<file path="config.mk">
export PLATFORM = sky130hd
export DESIGN_NAME = letc_core_csr_ctrl
export DESIGN_NICKNAME = d
export VERILOG_FILES = /design/src/rtl/letc_core_pkg.sv /design/src/rtl/letc_core_csr_sb.sv /design/src/rtl/letc_core_csr_ctrl.sv
export SDC_FILE = /design/constraint.sdc
export NUM_CORES = 1
export LEC_CHECK = 0
export CAP_MARGIN = 20
export CORE_MARGIN = 8
export CORE_UTILIZATION = 48
export DETAILED_ROUTE_END_ITERATION = 8
export GPL_ROUTABILITY_DRIVEN = 1
export PLACE_DENSITY = 0.81
export REMOVE_ABC_BUFFERS = 1
export SYNTH_ARGS = -nofsm -noshare
export SYNTH_HDL_FRONTEND = slang
export SYNTH_SLANG_ARGS = --single-unit
</file>
<file path="constraint.sdc">
create_clock -name clk -period 4.62 [get_ports clk]
set_input_delay 0.462 -clock clk [delete_from_list [all_inputs] [get_ports clk]]
set_output_delay 0.462 -clock clk [all_outputs]
set_load 0.005 [all_outputs]
</file>
<file path="src/rtl/letc_core_pkg.sv">
// Shared types and constants for the LETC core CSR control path.
// Holds the trap sequencer state encoding and the mstatus field positions.
package letc_core_pkg;

  typedef logic [11:0] csr_idx_t;
  typedef logic [31:0] word_t;

  typedef enum logic [2:0] {
    TRAP_IDLE,
    TRAP_W_MEPC,
    TRAP_W_MCAUSE,
    TRAP_W_MTVAL,
    TRAP_W_MSTATUS
  } trap_state_e;

  localparam int MSTATUS_MIE    = 3;
  localparam int MSTATUS_MPIE   = 7;
  localparam int MSTATUS_MPP_LO = 11;
  localparam int MSTATUS_MPP_HI = 12;

  localparam csr_idx_t CSR_MSTATUS = 12'h300;
  localparam csr_idx_t CSR_MEPC    = 12'h341;
  localparam csr_idx_t CSR_MCAUSE  = 12'h342;
  localparam csr_idx_t CSR_MTVAL   = 12'h343;

  // mstatus on trap entry: stash MIE in MPIE, disable interrupts, enter M-mode.
  function automatic word_t trap_mstatus(word_t cur);
    word_t m;
    m                                = cur;
    m[MSTATUS_MPIE]                  = cur[MSTATUS_MIE];
    m[MSTATUS_MIE]                   = 1'b0;
    m[MSTATUS_MPP_HI:MSTATUS_MPP_LO] = 2'b11;
    return m;
  endfunction

endpackage

</file>
<file path="src/rtl/letc_core_csr_sb.sv">
// In-order scoreboard of explicit CSR writes in flight between decode and writeback.
// Reports whether a queried index is pending, whether the FIFO is full, and a sticky order error.
module letc_core_csr_sb
  import letc_core_pkg::*;
#(
  parameter int SB_DEPTH = 4
) (
  input  logic     clk,
  input  logic     rst,
  input  logic     flush,
  input  logic     push,
  input  csr_idx_t push_idx,
  input  logic     pop,
  input  csr_idx_t pop_idx,
  input  csr_idx_t query_idx,
  output logic     match,
  output logic     full,
  output logic     err
);

  localparam int PTR_W = $clog2(SB_DEPTH);
  localparam int CNT_W = PTR_W + 1;

  logic [SB_DEPTH-1:0] valid_q;
  csr_idx_t            idx_q [SB_DEPTH];
  logic [PTR_W-1:0]    head_q, tail_q;
  logic [CNT_W-1:0]    count_q;
  logic                err_q;
  logic                do_pop, do_push;

  assign full    = (count_q == CNT_W'(SB_DEPTH));
  assign do_pop  = pop && (count_q != '0);
  // A full FIFO can still accept a push when the head leaves in the same cycle.
  assign do_push = push && (!full || do_pop);
  assign err     = err_q;

  // An entry being popped this cycle still matches: there is no bypass.
  always_comb begin
    match = 1'b0;
    for (int i = 0; i < SB_DEPTH; i++) begin
      if (valid_q[i] && (idx_q[i] == query_idx)) match = 1'b1;
    end
  end

  always_ff @(posedge clk or posedge rst) begin
    if (rst) begin
      valid_q <= '0;
      head_q  <= '0;
      tail_q  <= '0;
      count_q <= '0;
      err_q   <= 1'b0;
    end else begin
      if (pop && ((count_q == '0) || (pop_idx != idx_q[head_q]))) err_q <= 1'b1;
      if (flush) begin
        valid_q <= '0;
        head_q  <= '0;
        tail_q  <= '0;
        count_q <= '0;
      end else begin
        // When full with pop and push, head == tail and the later set must win.
        if (do_pop) begin
          valid_q[head_q] <= 1'b0;
          head_q          <= head_q + 1'b1;
        end
        if (do_push) begin
          valid_q[tail_q] <= 1'b1;
          tail_q          <= tail_q + 1'b1;
        end
        count_q <= count_q + CNT_W'(do_push) - CNT_W'(do_pop);
      end
    end
  end

  // NOTE: the index array is qualified by valid_q, so it needs no reset and stays plain storage.
  always_ff @(posedge clk) begin
    if (do_push && !flush) idx_q[tail_q] <= push_idx;
  end

endmodule

</file>
<file path="src/rtl/letc_core_csr_ctrl.sv">
// CSR traffic controller: decode RAW stall, scoreboard, and the single CSR write port
// shared by writeback (priority) and the trap-entry sequencer.
module letc_core_csr_ctrl
  import letc_core_pkg::*;
#(
  parameter int SB_DEPTH = 4
) (
  input  logic     clk,
  input  logic     rst,
  input  logic     flush,
  input  logic     dec_csr_valid,
  input  csr_idx_t dec_csr_idx,
  input  logic     dec_csr_wcheck,
  input  logic     dec_issue,
  output logic     dec_stall,
  input  logic     wb_csr_wen,
  input  csr_idx_t wb_csr_widx,
  input  word_t    wb_csr_wdata,
  input  logic     trap_req,
  input  word_t    trap_pc,
  input  word_t    trap_cause,
  input  word_t    trap_tval,
  input  word_t    mstatus_cur,
  output logic     trap_busy,
  output logic     trap_done,
  output logic     csrf_wen,
  output csr_idx_t csrf_widx,
  output word_t    csrf_wdata,
  output logic     sb_err
);

  trap_state_e state_q, state_d;
  word_t       pc_q, cause_q, tval_q;
  logic        sb_match, sb_full;
  logic        trap_wen;
  csr_idx_t    trap_widx;
  word_t       trap_wdata;

  assign trap_busy = (state_q != TRAP_IDLE);
  assign dec_stall = dec_csr_valid && (sb_match || (dec_csr_wcheck && sb_full) || trap_busy);

  letc_core_csr_sb #(.SB_DEPTH(SB_DEPTH)) u_sb (
    .clk      (clk),
    .rst      (rst),
    .flush    (flush),
    .push     (dec_issue && dec_csr_wcheck && !dec_stall),
    .push_idx (dec_csr_idx),
    .pop      (wb_csr_wen),
    .pop_idx  (wb_csr_widx),
    .query_idx(dec_csr_idx),
    .match    (sb_match),
    .full     (sb_full),
    .err      (sb_err)
  );

  // NOTE: state and trap latches are sequential, so they use non-blocking assignments only.
  always_ff @(posedge clk or posedge rst) begin
    if (rst) begin
      state_q <= TRAP_IDLE;
      pc_q    <= '0;
      cause_q <= '0;
      tval_q  <= '0;
    end else begin
      state_q <= state_d;
      if ((state_q == TRAP_IDLE) && trap_req) begin
        pc_q    <= trap_pc & ~word_t'(3);
        cause_q <= trap_cause;
        tval_q  <= trap_tval;
      end
    end
  end

  // NOTE: every output of this block gets a default first so no latch is inferred.
  always_comb begin
    state_d    = state_q;
    trap_wen   = 1'b0;
    trap_widx  = '0;
    trap_wdata = '0;
    trap_done  = 1'b0;
    unique case (state_q)
      TRAP_IDLE: if (trap_req) state_d = TRAP_W_MEPC;
      TRAP_W_MEPC: begin
        trap_widx  = CSR_MEPC;
        trap_wdata = pc_q;
        if (!wb_csr_wen) begin
          trap_wen = 1'b1;
          state_d  = TRAP_W_MCAUSE;
        end
      end
      TRAP_W_MCAUSE: begin
        trap_widx  = CSR_MCAUSE;
        trap_wdata = cause_q;
        if (!wb_csr_wen) begin
          trap_wen = 1'b1;
          state_d  = TRAP_W_MTVAL;
        end
      end
      TRAP_W_MTVAL: begin
        trap_widx  = CSR_MTVAL;
        trap_wdata = tval_q;
        if (!wb_csr_wen) begin
          trap_wen = 1'b1;
          state_d  = TRAP_W_MSTATUS;
        end
      end
      TRAP_W_MSTATUS: begin
        trap_widx  = CSR_MSTATUS;
        trap_wdata = trap_mstatus(mstatus_cur);
        if (!wb_csr_wen) begin
          trap_wen  = 1'b1;
          trap_done = 1'b1;
          state_d   = TRAP_IDLE;
        end
      end
      default: state_d = TRAP_IDLE;
    endcase
  end

  // Writeback always owns the port when it writes; the sequencer simply holds.
  always_comb begin
    csrf_wen   = 1'b0;
    csrf_widx  = '0;
    csrf_wdata = '0;
    if (wb_csr_wen) begin
      csrf_wen   = 1'b1;
      csrf_widx  = wb_csr_widx;
      csrf_wdata = wb_csr_wdata;
    end else if (trap_wen) begin
      csrf_wen   = 1'b1;
      csrf_widx  = trap_widx;
      csrf_wdata = trap_wdata;
    end
  end

endmodule

</file>
-- Word-level counts from Yosys, hierarchy flattened
Memories as Yosys holds them, arrays and structs flattened.
Cells that the tools add are included.
- register bits after elaboration: 109
- latch bits: 0
- RAM bits: 48
- ROM bits: 0
- input bits: 192
- output and inout bits: 49
- word-level logic and storage cells: 102
- memories: 1
- add/subtract/negate cells: 4
- multipliers: 0
- divide/modulo/power cells: 0
- order comparisons: 4
- equality and inequality tests: 15
- shift-type cells: 0
- multiplexer cells: 36
- bitwise gates (word level): 3
- reduce and logical (&&, ||, !) cells: 30
- memory list (memory ; depth ; width ; read ports ; clocked after memory_dff ; write ports ; line ; source):
    u_sb.idx_q ; 4 ; 12 ; 5 ; 0 ; 1 ; letc_core_csr_sb.sv:25 ; csr_idx_t idx_q [SB_DEPTH];
- operators with widths (operator ; count):
    $pmux 32 s4 ; 1
    $mux 32 ; 2
    $eq 12x12->1 ; 4
    $pmux 10 s4 ; 1
    $mux 12 ; 2
    $mux 3 ; 6
    $mux 4 ; 4
    $logic_and 1x1->1 ; 15
    $pmux 3 s5 ; 1
    $mux 1 ; 13
    $ne 12x12->1 ; 1
    $ne 2x2->1 const B ; 5
    $mux 2 ; 4
    $eq 3x2->1 const B ; 2
    $eq 3x3->1 const B ; 2
    $logic_not 3->1 ; 2
    $lt 2x3->1 const B ; 2
    $reduce_bool 3->1 ; 2
    $reduce_and 5->1 ; 1
    $add 2x1->2 const B ; 2
    $and 4x4->4 ; 1
    $demux 1 s2 ; 2
    $ge 2x1->1 const B ; 2
    $logic_or 1x1->1 ; 4
    other kinds (8) ; 11

-- Logic depth before layout (Yosys ltp)
An unclocked memory read counts as a cell.
- depth in word-level cells: 16
- mapped depth: 12
- depth with buffers taken out: 10

-- Modules after synthesis
Synthesis repeated with hierarchy kept, for this count alone.
- cell total of the unflattened synthesis: 691
- area, all modules: 8902.3 sq um
- by module, submodules not included (module ; instances ; cells an instance ; area each (sq um) ; seq. area each (sq um)):
    letc_core_csr_ctrl ; 1 ; 474 ; 5769.3 ; 2427.3
    letc_core_csr_sb ; 1 ; 217 ; 3133.0 ; 1741.7

-- Worst setup path after synthesis
OpenSTA, ideal clock, no wires.
- path kind: input-to-reg
- start point: input dec_csr_idx[6]
- end point: register u_sb.count_q[1]
- setup time: 0.072 ns
- data arrival time: 2.399 ns
- required time: 4.548 ns
- slack: 2.148 ns
- cell stages on the path: 11
- path buffers: 2
- cell sequence: buf_2 -> xnor2_1 -> nand4_1 -> nor4_1 -> o41a_1 -> buf_4 -> nor2b_1 -> ha_1 -> inv_1 -> fa_1 -> nor2_1
- longest elaborated chain between the ends: 15
- elaborated cells on any way between the ends: 21
- those cells by class: add/sub (2); eq/ne (4); mux (5); reduce/logical (10)
- ends and longest elaborated chain (item ; line ; source):
    start, declared ; letc_core_csr_ctrl.sv:12 ; input csr_idx_t dec_csr_idx,
    $eq 12x12->1 ; letc_core_csr_sb.sv:41 ; if (valid_q[i] && (idx_q[i] == query_idx)) match = 1'b1;
    $logic_and 1x1->1 ; letc_core_csr_sb.sv:41 ;
    $mux 1 (3 in a row) ; letc_core_csr_sb.sv:41 ;
    $mux 1 * ; letc_core_csr_sb.sv:41 ;
    $logic_or 1x1->1 * (2 in a row) ; letc_core_csr_ctrl.sv:40 ; assign dec_stall = dec_csr_valid && (sb_match || (dec_csr_wcheck && sb_full) || trap_busy);
    $logic_and 1x1->1 * ; letc_core_csr_ctrl.sv:40 ;
    $logic_not 1->1 * ; letc_core_csr_ctrl.sv:46 ; .push (dec_issue && dec_csr_wcheck && !dec_stall),
    $logic_and 1x1->1 * ; letc_core_csr_ctrl.sv:46 ;
    $logic_and 1x1->1 * ; letc_core_csr_sb.sv:34 ; assign do_push = push && (!full || do_pop);
    $add 3x1->3 * ; letc_core_csr_sb.sv:69 ; count_q <= count_q + CNT_W'(do_push) - CNT_W'(do_pop);
    $sub 3x1->3 * ; letc_core_csr_sb.sv:69 ;
    $mux 3 * ; letc_core_csr_sb.sv:54 ; if (flush) begin
    end signal, assigned ; letc_core_csr_sb.sv:69 ;
    end, declared ; letc_core_csr_sb.sv:27 ; logic [CNT_W-1:0] count_q;
Mark *: on every way between the ends. The rest lies on a longest branch, timed or not.
A chain may end at the register's enable or synchronous reset.

-- Worst setup path in the final report
- start point: input dec_csr_idx[2]
- end point: output dec_stall
- longest elaborated chain between the ends: 9
- elaborated cells on any way between the ends: 15
- those cells by class: eq/ne (4); mux (4); reduce/logical (7)
- ends and longest elaborated chain (item ; line ; source):
    $eq 12x12->1 ; letc_core_csr_sb.sv:41 ;
    $logic_and 1x1->1 ; letc_core_csr_sb.sv:41 ;
    $mux 1 (3 in a row) ; letc_core_csr_sb.sv:41 ;
    $mux 1 * ; letc_core_csr_sb.sv:41 ;
    $logic_or 1x1->1 * (2 in a row) ; letc_core_csr_ctrl.sv:40 ;
    $logic_and 1x1->1 * ; letc_core_csr_ctrl.sv:40 ;
    end, declared ; letc_core_csr_ctrl.sv:15 ; output logic dec_stall,
Marked as above.

==> impl_metrics.env <==
export IMPL_outcome="complete, no violations"
export IMPL_synth_top_area_share=0.3381
export IMPL_power_share_clock=0.244
export IMPL_yosysWarnings=0
export IMPL_dr_pass1_iters=5
export IMPL_fp_dieW_um=145.6
export IMPL_insertion_delay_ns=0.42
export IMPL_switchingPower_mw=1.816
export IMPL_cts_buffers=17
export IMPL_grt_start_max_net_pins=52
export IMPL_synth_top_family_by_area="multiplexers"
export IMPL_synth_edff_count=48
export IMPL_postRouteAntennaNets=0
export IMPL_cp_max_fo=8
export IMPL_peakVddDrop_uv=270.8
export IMPL_rsz0062_at_grt="no"
export IMPL_grt_pass1_wl_um=36940
export IMPL_start_kind="primary input"
export IMPL_post_place_ws_ns=1.064
export IMPL_hold_path_class="primary input to async pin"
export IMPL_clock_skew_ns=0.005230
export IMPL_synth_adder_area_share=0.01799
export IMPL_cts_max_path_buffers=2
export IMPL_p_seq_frac=0.381
export IMPL_cp_arrival_ns=3.19
export IMPL_synth_ff_type="dfrtp_1"
export IMPL_area_growth_pct=38.37
export IMPL_cap_violations=0
export IMPL_synth_compound_area_frac=0.1024
export IMPL_synthTopCellsByArea="dfrtp_1 34%, edfxtp_1 18%, mux2_2 14%, xnor2_1 6.5%, a22o_1 3.3%"
export IMPL_hpwlAfterDp_um=17430
export IMPL_cts_htree_levels=4
export IMPL_drive_gt1_frac=0.1773
export IMPL_p_leak_nw=4.223
export IMPL_yosys_area_share_simple=0.07771
export IMPL_vias=6171
export IMPL_min_period_ns=3.648
export IMPL_first_global_vias=6561
export IMPL_fin_tns_setup_ns=0
export IMPL_wl_per_cell_um=21.64
export IMPL_cp_slowest_stage_delay_ns=0.73
export IMPL_start_util=0.4882
export IMPL_layout_setup_ws_ns=0.9718
export IMPL_slew_violations=0
export IMPL_final_cells=1100
export IMPL_synth_top_cell_by_area="dfrtp_1"
export IMPL_utilization=0.6755
export IMPL_grt_usage=0.2237
export IMPL_rows=47
export IMPL_max_slew_worst_pin_slew_ns=0.9683
export IMPL_ctsResizeCount=0
export IMPL_synth_xor_xnor_area_share=0.07058
export IMPL_drc_errors=0
export IMPL_antenna_cells=0
export IMPL_cts_root_buffer="clkbuf_16"
export IMPL_drtIter0Drc=415
export IMPL_core_area_um2=16520
export IMPL_ctsHoldBuffers=0
export IMPL_p_sw_frac=0.3105
export IMPL_antenna_found_initial=0
export IMPL_p_per_area_nw_per_um2=523.9
export IMPL_synth_mux_area_fraction=0.1776
export IMPL_ys_seq_area_frac=0.5168
export IMPL_gp_congestion=0.9296
export IMPL_port_buffers=235
export IMPL_clkSinkCount=157
export IMPL_ys_seq_elements=157
export IMPL_dp_cells=1068
export IMPL_finalHoldViolCount=0
export IMPL_die_area_um2=21210
export IMPL_slowest_stage="nor4_1"
export IMPL_wl_um=23800
export IMPL_nNetsFinal=1070
export IMPL_yosysUniqueCellTypes=47
export IMPL_synth_cell_area_um2=8066
export IMPL_worstPathRequired_ns=4.16
export IMPL_crit_type="primary input to output port"
export IMPL_intPower_mw=4.032
export IMPL_synthArstFlopShare=0.6943
export IMPL_clk_pin_slew_worst_paths_ns=0.06
export IMPL_crit_path_frequent_cell="clkdlybuf4s50_1"
export IMPL_slew_headroom=0.3545
export IMPL_min_period_over_period=0.7897
export IMPL_setup_viol=0
export IMPL_p_comb_frac=0.375
export IMPL_cts_tree="done"
export IMPL_timing_fmax_mhz=274.1
export IMPL_end_kind="output port"
export IMPL_cts_setup_buffers=0
export IMPL_vias_per_cell=5.610
export IMPL_io_pins=241
export IMPL_die_y_um=145.6
export IMPL_grt_overflow_total=0
export IMPL_avgSynthCellArea_um2=12.41
export IMPL_syn_inst=650
export IMPL_path_cells="clkdlybuf4s50_1, xnor2_1, nand4_1, nor4_1, or4_1, o31a_1, clkdlybuf4s50_1"
-- synthesized netlist by cell type (2+ instances only) --
| library cell | count |
|---|---|
| o21ai_1 | 5 |
| and3_1 | 3 |
| nor2_1 | 21 |
| nand3_1 | 4 |
| edfxtp_1 | 48 |
| nand3b_1 | 5 |
| ha_1 | 10 |
| mux2_2 | 97 |
| nor4_1 | 7 |
| xor2_1 | 5 |
| buf_2 | 30 |
| a21oi_1 | 7 |
| mux4_1 | 8 |
| mux4_2 | 4 |
| a221oi_1 | 27 |
| o211ai_1 | 2 |
| o31ai_1 | 2 |
| nand2b_1 | 3 |
| a22o_1 | 30 |
| nand4_1 | 10 |
| xnor2_1 | 60 |
| and2_1 | 7 |
| o21ai_0 | 28 |
| nor2b_1 | 5 |
| inv_1 | 10 |
| mux2i_1 | 4 |
| nor3_1 | 6 |
| dfrtp_1 | 109 |
| clkbuf_1 | 18 |
| nand2_1 | 54 |
| o22ai_1 | 4 |
| o41ai_1 | 2 |
-- critical path, delay by kind of cell --
family / cells / cell delay, ns
compound gates: 1 / 0.15
buf+inv: 2 / 1.21
simple gates: 3 / 1.19
xor+xnor: 1 / 0.18
-- cells in the final DEF (no fill, tap or decap), types with 15 or more instances in the layout --
master,instances
dfrtp_1,109
edfxtp_1,48
o21ai_0,28
a221oi_1,27
buf_4,15
nand2_1,54
nor2_1,20
clkdlybuf4s50_1,234
a22o_1,30
xnor2_1,60
mux2_2,97
clkbuf_16,18
-- routing by layer --
layer	track usage	routed length (um)	up-vias
li1	-	-	2830
met1	0.2623	9655	3050
met2	0.3914	12030	246
met3	0.05566	1555	45
met4	0.07808	565	0
met5	0	0	-
-- area by class of cell --
type	instances	area, um^2
fill	1235	5363
sequential	157	4169
multi-input combinational	431	3612
timing repair buffer	250	2460
clock buffer	21	475.5
tap	220	275.3
clock inverter	11	130.1
inverter	10	40.04
-- power by group through the flow --
stage	sequential (mW)	combinational (mW)	clock, mW
after floorplan	2.15	1.41	0
after detailed placement	2.25	2.21	0
after global placement	2.22	2.15	0
final	2.23	2.19	1.43
after CTS	2.23	2.22	1.45
after global routing	2.30	2.39	1.50
-- state kept, by name, summed over array words and instances (netlist names), 2 cells and up --
signal / flops
tval_q: 32
pc_q: 30
cause_q: 32
u_sb.idx_q: 48
u_sb.head_q: 2
u_sb.valid_q: 4
u_sb.tail_q: 2
u_sb.count_q: 3
state_q: 3
-- stage by stage --
step                      hold WS, ns  area (um^2)  power, mW
after floorplan                0.4752         7806      3.553
after global placement         0.4876        10560      4.373
after detailed placement       0.4944        10560      4.457
after CTS                      0.3693        11160      5.896
after global routing           0.4062        11160      6.191
final                          0.3738        11160      5.848
-- kinds of logic (layout without fill, tap and decap cells) --
group	after synthesis	count (layout)
AND/OR/NAND/NOR	130	130
XOR/XNOR	65	65
AO/OA/AOI/OAI	112	112
buffers and inverters	62	292
multiplexers	113	113
flip-flops	157	157
adder cells (fa/ha/maj)	11	11
-- worst paths after layout --
kind	startpoint	to	slack, ns	cells past startpoint
min in group clk	cause_q[0]	cause_q[0]	0.51	1
min reg2reg	cause_q[0]	cause_q[0]	0.51	1
max	dec_csr_idx[2]	dec_stall	0.97	7
max reg2reg	state_q[1]	u_sb.idx_q[0][4]	1.71	6
max in group asynchronous	rst	cause_q[6]	3.28	3
min	rst	pc_q[17]	0.37	2
Note: power is estimated with default switching activity, not from simulation.
